## src/rtl/serial_subtractor_pkg.sv

```systemverilog
// Shared types and helpers for the bit-serial subtractor.
package serial_subtractor_pkg;

  localparam int STATE_W = 2;

  typedef enum logic [STATE_W-1:0] {
    S_IDLE = 2'd0,
    S_RUN  = 2'd1,
    S_DONE = 2'd2
  } state_t;

  // Signed overflow of a - b: operands of opposite sign and a result whose sign differs from a.
  function automatic logic sub_ovf(input logic a_msb, input logic b_msb, input logic d_msb);
    sub_ovf = (a_msb != b_msb) && (d_msb != a_msb);
  endfunction

endpackage

```

## src/rtl/serial_subtractor_sub_bit.sv

```systemverilog
// Combinational 1-bit full subtractor: d = ia - ib - bin, with borrow out.
module sub_bit (
  input  logic ia,
  input  logic ib,
  input  logic bin,
  output logic d,
  output logic bout
);

  assign d    = ia ^ ib ^ bin;
  assign bout = (~ia & ib) | (~ia & bin) | (ib & bin);

endmodule

```

## src/rtl/serial_subtractor.sv

```systemverilog
// Bit-serial WIDTH-bit subtractor, LSB first, one bit per clock through a single
// full-subtractor cell with a registered borrow; start/busy/done handshake.
module serial_subtractor
  import serial_subtractor_pkg::*;
#(
  parameter int WIDTH = 8
) (
  input  logic             clk,
  input  logic             rst,
  input  logic             start,
  input  logic [WIDTH-1:0] ia,
  input  logic [WIDTH-1:0] ib,
  input  logic             bin,
  output logic             busy,
  output logic             done,
  output logic [WIDTH-1:0] diff,
  output logic             bout,
  output logic             ovf,
  output logic             zero
);

  localparam int CW = (WIDTH > 2) ? $clog2(WIDTH) : 1;
  localparam logic [CW-1:0] CNT_LAST = CW'(WIDTH - 1);
  localparam logic [CW-1:0] CNT_ONE  = CW'(1);

  state_t           state_r;
  state_t           state_nxt_s;
  logic [WIDTH-1:0] a_r;
  logic [WIDTH-1:0] b_r;
  logic [WIDTH-1:0] res_r;
  logic [WIDTH-1:0] res_nxt_s;
  logic             br_r;
  logic             a_msb_r;
  logic             b_msb_r;
  logic [CW-1:0]    cnt_r;
  logic             d_s;
  logic             br_nxt_s;
  logic             accept_s;
  logic             last_s;

  sub_bit u_sub_bit (
    .ia   (a_r[0]),
    .ib   (b_r[0]),
    .bin  (br_r),
    .d    (d_s),
    .bout (br_nxt_s)
  );

  assign res_nxt_s = {d_s, res_r[WIDTH-1:1]};

  // Handshake qualifiers: new work is only taken when not running.
  always_comb begin
    accept_s = 1'b0;
    last_s   = 1'b0;
    if ((state_r == S_IDLE) || (state_r == S_DONE)) begin
      accept_s = start;
    end else begin
      accept_s = 1'b0;
    end
    if (state_r == S_RUN) begin
      last_s = (cnt_r == CNT_LAST);
    end else begin
      last_s = 1'b0;
    end
  end

  // Next-state logic for the IDLE/RUN/DONE controller.
  always_comb begin
    state_nxt_s = state_r;
    case (state_r)
      S_IDLE: begin
        if (start) begin
          state_nxt_s = S_RUN;
        end else begin
          state_nxt_s = S_IDLE;
        end
      end
      S_RUN: begin
        if (last_s) begin
          state_nxt_s = S_DONE;
        end else begin
          state_nxt_s = S_RUN;
        end
      end
      S_DONE: begin
        if (start) begin
          state_nxt_s = S_RUN;
        end else begin
          state_nxt_s = S_IDLE;
        end
      end
      default: begin
        state_nxt_s = S_IDLE;
      end
    endcase
  end

  // Controller state, handshake outputs and the serial datapath.
  always_ff @(posedge clk) begin
    if (rst) begin
      state_r <= S_IDLE;
      busy    <= 1'b0;
      done    <= 1'b0;
      a_r     <= {WIDTH{1'b0}};
      b_r     <= {WIDTH{1'b0}};
      res_r   <= {WIDTH{1'b0}};
      br_r    <= 1'b0;
      a_msb_r <= 1'b0;
      b_msb_r <= 1'b0;
      cnt_r   <= {CW{1'b0}};
    end else begin
      state_r <= state_nxt_s;
      busy    <= (state_nxt_s == S_RUN);
      done    <= (state_nxt_s == S_DONE);
      if (accept_s) begin
        a_r     <= ia;
        b_r     <= ib;
        br_r    <= bin;
        a_msb_r <= ia[WIDTH-1];
        b_msb_r <= ib[WIDTH-1];
        res_r   <= {WIDTH{1'b0}};
        cnt_r   <= {CW{1'b0}};
      end else if (state_r == S_RUN) begin
        a_r   <= {1'b0, a_r[WIDTH-1:1]};
        b_r   <= {1'b0, b_r[WIDTH-1:1]};
        br_r  <= br_nxt_s;
        res_r <= res_nxt_s;
        if (!last_s) begin
          cnt_r <= cnt_r + CNT_ONE;
        end
      end
    end
  end

  // Result and flags update only on the final bit, so they hold through RUN.
  always_ff @(posedge clk) begin
    if (rst) begin
      diff <= {WIDTH{1'b0}};
      bout <= 1'b0;
      ovf  <= 1'b0;
      zero <= 1'b0;
    end else if (last_s) begin
      diff <= res_nxt_s;
      bout <= br_nxt_s;
      ovf  <= sub_ovf(a_msb_r, b_msb_r, res_nxt_s[WIDTH-1]);
      zero <= (res_nxt_s == {WIDTH{1'b0}});
    end
  end

endmodule

```

## config.mk

```make
export PLATFORM = sky130hd
export DESIGN_NAME = serial_subtractor
export DESIGN_NICKNAME = d
export VERILOG_FILES = /design/src/rtl/serial_subtractor_pkg.sv /design/src/rtl/serial_subtractor_sub_bit.sv /design/src/rtl/serial_subtractor.sv
export SDC_FILE = /design/constraint.sdc
export NUM_CORES = 1
export LEC_CHECK = 0
export CAP_MARGIN = 0
export CELL_PAD_IN_SITES_DETAIL_PLACEMENT = 0
export CELL_PAD_IN_SITES_GLOBAL_PLACEMENT = 1
export CORE_UTILIZATION = 23
export CTS_BUF_LIST = sky130_fd_sc_hd__clkbuf_8
export DETAILED_ROUTE_END_ITERATION = 16
export PLACE_DENSITY_LB_ADDON = 0.2
export SETUP_SLACK_MARGIN = 0.4
export SYNTH_ARGS = -nofsm -noshare
export SYNTH_HDL_FRONTEND = slang
export SYNTH_HIERARCHICAL = 1
export SYNTH_SLANG_ARGS = --single-unit
export TNS_END_PERCENT = 1
```

## constraint.sdc

```tcl
create_clock -name clk -period 2.35 [get_ports clk]
set_input_delay 0.3525 -clock clk [delete_from_list [all_inputs] [get_ports clk]]
set_output_delay 0.3525 -clock clk [all_outputs]
set_load 0.02 [all_outputs]
```

-- Yosys cells after proc, flatten, opt, wreduce, memory -nomap -nowiden
Cells that the tools add are included.
- register bits after elaboration: 45
- input port bits: 20
- output and inout bits: 13
- add/sub/neg operators: 1
- equality and inequality tests: 7
- mux-type cells: 11
- bitwise operators: 9
- reduce and logical (&&, ||, !) cells: 8
- operators with widths (operator ; number):
    two-way mux 8 bit ; 4
    zero test 8 bit ; 1
    two-way mux 1 bit ; 5
    == test 2 x 1 -> 1 bit, second input constant ; 2
    == test 2 bit, second input constant ; 2
    case mux 2 bit (2 select lines) ; 1
    OR reduction 2 bit ; 2
    adder 3 x 1 -> 3 bit, second input constant ; 1
    AND 1 bit ; 3
    == test 3 bit, second input constant ; 1
    zero test 2 bit ; 1
    two-way mux 2 bit ; 1
    != test 1 bit ; 2
    inverter 1 bit ; 2
    OR 1 bit ; 2
    AND reduction 2 bit ; 1
    nonzero test 2 bit ; 1
    XOR 1 bit ; 2
    logical AND 1 bit ; 1
    logical OR 1 bit ; 1

-- Longest topological paths before layout
Gate-level depths: netlist of run 1.
- depth after elaboration: 6
- depth in mapped cells: 6

-- Cells and area by module
Netlist of run 1, hierarchy kept.
- by module, submodules not included (module ; times used ; cells each ; area an instance (µm²)):
    serial_subtractor ; 1 ; 207 ; 1694.1
    sub_bit ; 1 ; 3 ; 27.5

-- Least setup slack after synthesis of run 1
No wires, ideal clock.
- path type: register to register
- start: register a_r[0]
- end: register ovf
- setup time: 86 ps
- arrival time: 1294 ps
- setup slack: 971 ps
- stages on the path, launching flop included: 7
- period minus slack after synthesis: 1379 ps
- cells stage by stage: dfxtp_1 > inv_1 > fa_1 > inv_1 > nor2_1 > a21oi_1 > a211oi_1
- word-level cells in the longest chain between the ends: 4
- ends and longest elaborated chain (element ; RTL line ; text):
    from (decl) ; serial_subtractor.sv:28 ; logic [WIDTH-1:0] a_r;
    from (signal assigned) ; serial_subtractor.sv:104 ; a_r <= {WIDTH{1'b0}};
    from (signal assigned) ; serial_subtractor.sv:116 ; a_r <= ia;
    from (signal assigned) ; serial_subtractor.sv:124 ; a_r <= {1'b0, a_r[WIDTH-1:1]};
    XOR 1 bit (2 in a row) ; serial_subtractor_sub_bit.sv:10 ; assign d = ia ^ ib ^ bin;
    net d_s ; serial_subtractor.sv:36 ; logic d_s;
    != test 1 bit ; serial_subtractor_pkg.sv:14 ; sub_ovf = (a_msb != b_msb) && (d_msb != a_msb);
    logical AND 1 bit ; serial_subtractor_pkg.sv:14 ;
    to (signal assigned) ; serial_subtractor.sv:145 ; ovf <= sub_ovf(a_msb_r, b_msb_r, res_nxt_s[WIDTH-1]);
    to (decl) ; serial_subtractor.sv:18 ; output logic ovf,
The timed path passes the listed nets, and every way through them passes these cells.
A chain may end at the register's enable or synchronous reset.

-- Worst setup path after layout of run 1
- start: register cnt_r[0]
- end: register ovf
- word-level cells in the longest chain between the ends: 2
- ends and longest elaborated chain (element ; RTL line ; text):
    from (decl) ; serial_subtractor.sv:35 ; logic [CW-1:0] cnt_r;
    from (signal assigned) ; serial_subtractor.sv:110 ; cnt_r <= {CW{1'b0}};
    from (signal assigned) ; serial_subtractor.sv:122 ; cnt_r <= {CW{1'b0}};
    from (signal assigned) ; serial_subtractor.sv:129 ; cnt_r <= cnt_r + CNT_ONE;
    == test 3 bit ; serial_subtractor.sv:61 ; last_s = (cnt_r == CNT_LAST);
    two-way mux 1 bit ; serial_subtractor.sv:60 ; if (state_r == S_RUN) begin
No other way between the ends.

==> out/summary.json, run 1 <==
{
  "die": {
    "floorplan.die_area_um2": 7840,
    "fp-row-count": 31,
    "die_h_um": 88.5,
    "initial_utilization_pct": 23.7,
    "design.core.area_um2": 7250,
    "floorplan.io_pins": 33,
    "die_x_um": 88.5
  },
  "power_and_ir_drop": {
    "peakVddDrop_v": 0.000182,
    "share_comb_of_total_power_pct": 11.9,
    "clk_pwr_share_pct": 33.8,
    "static-leakage-power_nw": 0.766,
    "seq_power_share_pct": 54.4,
    "pwr_density_cell_nw_per_um2": 657,
    "p_int_mw": 1.09,
    "reported_net_switching_power_uw": 375,
    "switching_share_pct": 25.6
  },
  "sta": {
    "slew_violations": 0,
    "fmax_mhz": 604,
    "worst_slew_pin_slew_ns": 0.821,
    "post-route-period-util_pct": 70.5,
    "hold-worst-slack_ns": 0.455,
    "fin_skew_ns": 0.00762,
    "post-route-min-period_ns": 1.66,
    "worst_slack_ns": 0.694,
    "relSlewSlack_pct": 45.2,
    "rsz0062_at_grt": "no",
    "setup_viol_count_final": 0,
    "timing.setup.tns_ns": 0,
    "timing.final.hold_violations": 0
  },
  "routing": {
    "ant_nets": 0,
    "route.detailed.drc": 0,
    "post_drt_wl_per_cell_um": 12.1,
    "detail_route.iter0.violations": 64,
    "post_drt_via_cell_ratio": 4.33,
    "totalWireLength_um": 4100,
    "drt_first_pass_iters": 4,
    "via_count": 1469
  },
  "run": {
    "maxCapViolations": 0
  },
  "clock_tree": {
    "cts_max_path_buffers": 2,
    "cts_tree": "done",
    "cts_max_level": 2,
    "cts_hold_buf": 0,
    "clock_sinks": 44,
    "cts_made_buffers": 5,
    "postCtsSetupBuffers": 0,
    "clockRootBuffer": "sky130_fd_sc_hd__clkbuf_8",
    "worst_skew_pair.late_latency_ns": 0.30,
    "clk_pin_slew_worst_paths_ns": 0.09,
    "cts_resized": 0
  },
  "critical_path": {
    "critical-path-slowest-cell": "sky130_fd_sc_hd__nand3b_1",
    "critical_path.cell_chain": "ha_1, ha_1, nand3b_1, a21oi_1, a211oi_1",
    "critical_path.endpoint_type": "flop",
    "timing.critical_path.mode_cell": "sky130_fd_sc_hd__ha_1",
    "critPathMaxStageDelay_ns": 0.44,
    "criticalPathCategory": "flop to flop",
    "critPathRequiredTime_ns": 2.54,
    "worst_setup_path_start_kind": "flop",
    "worst-endpoint-arrival_ns": 1.84,
    "maximum_fanout_along_the_worst_path": 13,
    "critical_path.n_buffers_inverters": 0,
    "crit_family": "simple AND/OR/NAND/NOR gates"
  },
  "synthesis": {
    "postSynthAreaPerCell_um2": 8.20,
    "post_syn_nets": 233,
    "yosysSeqAreaShare_pct": 51.2,
    "synth_cell_type_count": 25,
    "syn_area_um2": 1720,
    "synthesis.yosys.warnings": 6,
    "synth_cells": 210,
    "synth.ff_latch_count": 44
  },
  "global_route": {
    "number_of_antenna_violations_at_the_first_check_in_global_routing": 0,
    "gr-total-overflow": 0,
    "grt_start_max_net_pins": 24,
    "grt_util_all_layers_pct": 11.3,
    "via_count_of_the_first_global_routing_pass": 1379,
    "wire_length_of_the_first_global_routing_pass_um": 6800
  },
  "cells_and_area": {
    "area_growth_syn_to_layout_pct": 29.6,
    "n_antenna_cell": 0,
    "final_cell_count_no_fill": 339,
    "number_of_nets_in_the_finished_design": 262,
    "drive_gt1_share_pct": 5.83,
    "fillCellCount": 830
  },
  "place": {
    "dp_worst_setup_slack_ns": 0.529,
    "dp_cells": 331,
    "hpwl_um": 2750,
    "gp_congestion": 0.722,
    "port_buffers": 32
  },
  "worst_hold_path": {
    "hold_path_class": "flop to flop"
  },
  "status": {
    "run_status": "finished, final reports clean"
  }
}
worst min-delay path, delay by kind of cell (launching register included):
family,cells,cell delay [ns]
and+or+nand+nor,1,0.05
DFF,1,0.31
AOI/OAI and AO/OA,1,0.05
per-stage QoR:
stage	power, mW	util [%]	area (um^2)
final	1.47	30.8	2230
after floorplan	0.920	-	1720
after global placement	0.992	29.5	2140
after detailed placement	0.991	29.5	2140
after global routing	1.54	30.8	2230
after CTS	1.49	30.8	2230
registers in the layout, indices dropped and copies added (netlist names):
signal   flops
a_msb_r      1
br_r         1
a_r          8
done         1
cnt_r        3
b_msb_r      1
diff         8
b_r          8
state_r      2
bout         1
ovf          1
busy         1
res_r        7
zero         1
layer usage:
layer	vias to the layer above	track usage, %	part of all wire [%]
met5	-	0	0
met4	0	3.96	1.2
met3	4	2.52	3.9
met2	25	17.1	44
met1	675	15.9	51
li1	765	-	-
Yosys cell counts (all sizes together):
cell type	n	area (um^2)
nand2b	3	18.8
o21ai	2	10.0
a311oi	12	105
xnor2	1	8.76
and3b	1	8.76
a22oi	2	15.0
and2b	1	7.51
dfxtp	44	881
nand2	63	236
clkbuf	6	22.5
nand3b	2	15.0
nor3	2	10.0
nor4	2	12.5
inv	2	7.51
nor2b	1	6.26
buf	9	55.1
nor2	20	75.1
a21oi	26	130
fa	1	20.0
nand3	5	25.0
a211oi	1	7.51
nor3b	1	12.5
ha	2	25.0
o22ai	1	6.26
layout make-up:
class                      count  area, um^2  share of cell area (%)
timing repair buffer          37         370                    16.6
sequential                    44         881                    39.5
clock inverter                 2        10.0                   0.449
inverter                       2        7.51                   0.337
clock buffer                   6        82.6                    3.70
tap                           99         124                    5.55
multi-input combinational    149         756                    33.9
power by group through the flow:
stage | sequential [mW] | combinational, mW | clock [mW]
5_1_grt | 0.801 | 0.198 | 0.545
2_1_floorplan | 0.812 | 0.108 | 0
3_3_place_gp | 0.815 | 0.178 | 0
4_1_cts | 0.797 | 0.178 | 0.519
6_report | 0.797 | 0.174 | 0.495
3_5_place_dp | 0.815 | 0.177 | 0
placed cells by master (no fill, tap or decap):
master	synthesis	final
sky130_fd_sc_hd__a211oi_1	1	1
sky130_fd_sc_hd__a21oi_1	26	26
sky130_fd_sc_hd__a22oi_1	2	2
sky130_fd_sc_hd__a311oi_1	12	12
sky130_fd_sc_hd__and2b_1	1	1
sky130_fd_sc_hd__and3b_1	1	1
sky130_fd_sc_hd__buf_12	0	1
sky130_fd_sc_hd__buf_4	4	4
sky130_fd_sc_hd__clkbuf_8	0	6
sky130_fd_sc_hd__clkdlybuf4s50_1	0	32
sky130_fd_sc_hd__clkinv_2	0	2
sky130_fd_sc_hd__dfxtp_1	44	44
sky130_fd_sc_hd__fa_1	1	1
sky130_fd_sc_hd__ha_1	2	2
sky130_fd_sc_hd__inv_1	2	2
sky130_fd_sc_hd__nand2_1	63	63
sky130_fd_sc_hd__nand2b_1	3	3
sky130_fd_sc_hd__nand3_1	5	5
sky130_fd_sc_hd__nand3b_1	2	2
sky130_fd_sc_hd__nor2_1	20	20
sky130_fd_sc_hd__nor2b_1	1	1
sky130_fd_sc_hd__nor3_1	2	2
sky130_fd_sc_hd__nor3b_2	1	1
sky130_fd_sc_hd__nor4_1	2	2
sky130_fd_sc_hd__o21ai_0	2	2
sky130_fd_sc_hd__o22ai_1	1	1
sky130_fd_sc_hd__xnor2_1	1	1
path summary, 6_finish.rpt:
kind                 start  endpoint  slack (ns)  depth (start not counted)
hold reg to reg    diff[0]   diff[0]        0.46                          2
hold / removal     diff[0]   diff[0]        0.46                          2
setup / recovery  cnt_r[0]       ovf        0.69                          5
setup reg to reg  cnt_r[0]       ovf        0.69                          5
kinds of logic after synthesis:
logic type | synth area share [%]
adders and majority gates | 2.62
AOI/OAI and AO/OA | 15.9
and+or+nand+nor | 24.9
DFF | 51.2
xor gates and xnor gates | 0.509
buffers and inverters | 4.94
No activity file was read; power rests on OpenSTA's default activity.
==> run 2, diff against run 1 <==
==> constraint.sdc (replaced) <==
create_clock -name clk -period 1.71 [get_ports clk]
set_input_delay 0.2565 -clock clk [delete_from_list [all_inputs] [get_ports clk]]
set_output_delay 0.2565 -clock clk [all_outputs]
set_load 0.02 [all_outputs]
==> run 2 against run 1 <==
Effect of this change:
- sequential power is 38% higher
- cell count is 0.59% higher
- final area is 1.3% higher
- non-clock buffer count is 2 higher
- clock skew hardly changed
- total power is 37% higher
- register-to-register slack worse by 0.40 ns
- worst hold slack hardly changed
- via count is 0.20% lower
- critical path type is now flop to output pin
- flip-flop and latch count stayed put
==> out/summary.json, run 2 (synthesis results as in run 1) <==
{
  "cells_and_area": {
    "area_growth_syn_to_layout": {"value": 31.3, "unit": "%", "change": "was 29.6%"},
    "multiInputGateArea": {"value": 757, "unit": "um^2", "change": "was 756 um^2"},
    "drive_gt1_share": {"value": 7.44, "unit": "%", "change": "was 5.83%"},
    "fillCellCount": {"value": 799, "change": "was 830"},
    "final_cell_count_no_fill": {"value": 341, "change": "was 339"},
    "reg_top3": {"value": "a_r: 8 flops, b_r: 8 flops, diff: 8 flops", "change": "unchanged"},
    "finalCoreUtilization": {"value": 31.2, "unit": "%", "change": "was 30.8%"},
    "ff_latch_area": {"value": 881, "unit": "um^2", "change": "unchanged"},
    "final_common_cell": {"value": "sky130_fd_sc_hd__nand2_1", "change": "unchanged"},
    "n_antenna_cell": {"value": 0, "change": "unchanged"},
    "final_design_area_no_fill": {"value": 2260, "unit": "um^2", "change": "was 2230 um^2"},
    "mostFrequentLayoutCells": {"value": "63 x sky130_fd_sc_hd__nand2_1, 44 x sky130_fd_sc_hd__dfxtp_1, 30 x sky130_fd_sc_hd__clkdlybuf4s50_1", "change": "was 63 x sky130_fd_sc_hd__nand2_1, 44 x sky130_fd_sc_hd__dfxtp_1, 32 x sky130_fd_sc_hd__clkdlybuf4s50_1"},
    "number_of_nets_in_the_finished_design": {"value": 264, "change": "was 262"}
  },
  "routing": {
    "route.detailed.drc": {"value": 0, "change": "unchanged"},
    "post_drt_via_cell_ratio": {"value": 4.30, "change": "was 4.33"},
    "post_drt_wl_per_cell": {"value": 11.7, "unit": "um", "change": "was 12.1 um"},
    "totalWireLength": {"value": 4000, "unit": "um", "change": "was 4100 um"},
    "detail_route.iter0.violations": {"value": 63, "change": "was 64"},
    "drt_first_pass_iters": {"value": 4, "change": "unchanged"},
    "ant_nets": {"value": 0, "change": "unchanged"},
    "via_count": {"value": 1466, "change": "was 1469"}
  },
  "critical_path": {
    "critical_path.n_buffers_inverters": {"value": 1, "change": "was 0"},
    "critPathRequiredTime": {"value": 1.45, "unit": "ns", "change": "was 2.54 ns"},
    "critical_path.cell_chain": {"value": "clkdlybuf4s50_1", "change": "was ha_1, ha_1, nand3b_1, a21oi_1, a211oi_1"},
    "critPathMaxStageDelay": {"value": 0.60, "unit": "ns", "change": "was 0.44 ns"},
    "worst_setup_path_start_kind": {"value": "flop", "change": "unchanged"},
    "crit_family": {"value": "buffers and inverters", "change": "was simple AND/OR/NAND/NOR gates"},
    "maximum_fanout_along_the_worst_path": {"value": 2, "change": "was 13"},
    "critical-path-slowest-cell": {"value": "sky130_fd_sc_hd__clkdlybuf4s50_1", "change": "was sky130_fd_sc_hd__nand3b_1"},
    "worst-endpoint-arrival": {"value": 1.23, "unit": "ns", "change": "was 1.84 ns"},
    "criticalPathCategory": {"value": "flop to output pin", "change": "was flop to flop"},
    "critical_path.endpoint_type": {"value": "output pin", "change": "was flop"}
  },
  "clock_tree": {
    "cts_resized": {"value": 1, "change": "was 0"},
    "cts_hold_buf": {"value": 0, "change": "unchanged"},
    "clk_pin_slew_worst_paths": {"value": 0.08, "unit": "ns", "change": "was 0.09 ns"},
    "clockRootBuffer": {"value": "sky130_fd_sc_hd__clkbuf_8", "change": "unchanged"},
    "cts_made_buffers": {"value": 5, "change": "unchanged"},
    "postCtsSetupBuffers": {"value": 0, "change": "unchanged"},
    "clock_sinks": {"value": 44, "change": "unchanged"},
    "cts_max_level": {"value": 2, "change": "unchanged"},
    "cts_max_path_buffers": {"value": 2, "change": "unchanged"},
    "cts_tree": {"value": "done", "change": "unchanged"},
    "worst_skew_pair.late_latency": {"value": 0.29, "unit": "ns", "change": "was 0.30 ns"}
  },
  "sta": {
    "setup_viol_count_final": {"value": 0, "change": "unchanged"},
    "timing.final.hold_violations": {"value": 0, "change": "unchanged"},
    "slew_violations": {"value": 0, "change": "unchanged"},
    "rsz0062_at_grt": {"value": "yes", "change": "was no"},
    "post-route-min-period_ns": 1.48,
    "timing.setup.tns": {"value": 0, "unit": "ns", "change": "unchanged"},
    "relSlewSlack": {"value": 70.4, "unit": "%", "change": "was 45.2%"},
    "fin_skew": {"value": 0.00760, "unit": "ns", "change": "was 0.00762 ns"},
    "post-route-period-util_pct": 86.8,
    "worst_slew_pin_slew": {"value": 0.444, "unit": "ns", "change": "was 0.821 ns"},
    "fmax_mhz": 673
  },
  "die": {
    "floorplan.die_area": {"value": 7840, "unit": "um^2", "change": "unchanged"},
    "design.core.area": {"value": 7250, "unit": "um^2", "change": "unchanged"},
    "floorplan.io_pins": {"value": 33, "change": "unchanged"},
    "initial_utilization": {"value": 23.7, "unit": "%", "change": "unchanged"},
    "die_h": {"value": 88.5, "unit": "um", "change": "unchanged"},
    "fp-row-count": {"value": 31, "change": "unchanged"},
    "die_x": {"value": 88.5, "unit": "um", "change": "unchanged"}
  },
  "worst_hold_path": {
    "hold_path_class": {"value": "flop to flop", "change": "unchanged"}
  },
  "place": {
    "gp_congestion": {"value": 0.695, "change": "was 0.722"},
    "hpwl": {"value": 2640, "unit": "um", "change": "was 2750 um"},
    "port_buffers": {"value": 32, "change": "unchanged"},
    "dp_cells": {"value": 333, "change": "was 331"},
    "post_dp_cell_area": {"value": 2170, "unit": "um^2", "change": "was 2140 um^2"}
  },
  "power_and_ir_drop": {
    "static-leakage-power": {"value": 0.800, "unit": "nW", "change": "was 0.766 nW"},
    "total_power": {"value": 2.00, "unit": "mW", "change": "was 1.47 mW"},
    "peakVddDrop": {"value": 0.000243, "unit": "V", "change": "was 0.000182 V"},
    "pwr_density_cell": {"value": 886, "unit": "nW/um^2", "change": "was 657 nW/um^2"}
  },
  "global_route": {
    "grt_start_max_net_pins": {"value": 35, "change": "was 24"},
    "wire_length_of_the_first_global_routing_pass": {"value": 6670, "unit": "um", "change": "was 6800 um"},
    "gr-total-overflow": {"value": 0, "change": "unchanged"},
    "grt_util_all_layers": {"value": 11.3, "unit": "%", "change": "about the same"},
    "via_count_of_the_first_global_routing_pass": {"value": 1339, "change": "was 1379"},
    "number_of_antenna_violations_at_the_first_check_in_global_routing": {"value": 0, "change": "unchanged"}
  },
  "status": {
    "run_status": {"value": "finished, final reports clean", "change": "unchanged"}
  },
  "run": {
    "maxCapViolations": {"value": 0, "change": "unchanged"}
  }
}
==> run 2: cell count changes in the layout (fill, tap and decap cells not counted), sizes merged <==
cell / previous run / this run
dlymetal6s2s: 0 / 1
buf: 5 / 7
clkdlybuf4s50: 32 / 30
dlygate4sd2: 0 / 1
==> run 2: final timing paths <==
| check | slack, ns | end | cells after the start | startpoint |
|---|---|---|---|---|
| setup reg to reg | 0.29 | zero | 6 | a_r[0] |
| setup / recovery | 0.23 | diff[3] | 1 | diff[3] |
| hold / removal | 0.45 | bout | 2 | bout |
| hold reg to reg | 0.45 | bout | 2 | bout |
==> run 2: power breakdown <==
part	leakage [nW]	switching (mW)	internal (mW)
clock	0.0510	0.337	0.322
sequential	0.359	0.0265	1.07
combinational	0.390	0.131	0.116
total	0.800	0.494	1.51
==> run 2: metal layers <==
metal / vias up / wire (um) / track usage [%]
met5: - / 0 / 0
met4: 0 / 45 / 4.40
met3: 4 / 150 / 2.99
met2: 25 / 1810 / 17.5
met1: 671 / 2000 / 14.9
li1: 766 / - / -
==> run 2: worst reg2reg max path, cell delays in order (launching register included) <==
cell,delay (ns)
sky130_fd_sc_hd__dfxtp_1,0.34
sky130_fd_sc_hd__inv_1,0.06
sky130_fd_sc_hd__fa_1,0.49
sky130_fd_sc_hd__inv_2,0.06
sky130_fd_sc_hd__nor4_1,0.19
sky130_fd_sc_hd__nand3_1,0.11
sky130_fd_sc_hd__a21oi_1,0.13
==> run 2: layout make-up <==
cell class / instances / share of cell area [%]
repair buffers: 39 / 17.7
well taps: 99 / 5.48
multi-input cells: 149 / 33.5
flip-flops and latches: 44 / 39.0
inverters: 2 / 0.332
clock inverters: 2 / 0.443
clock buffers: 6 / 3.65
==> run 2: metrics by stage <==
step	worst slack, ns	hold WS [ns]
after floorplan	0.389	0.415
after global placement	0.228	0.442
after detailed placement	0.174	0.447
after CTS	0.159	0.459
after global routing	0.152	0.479
final	0.225	0.455
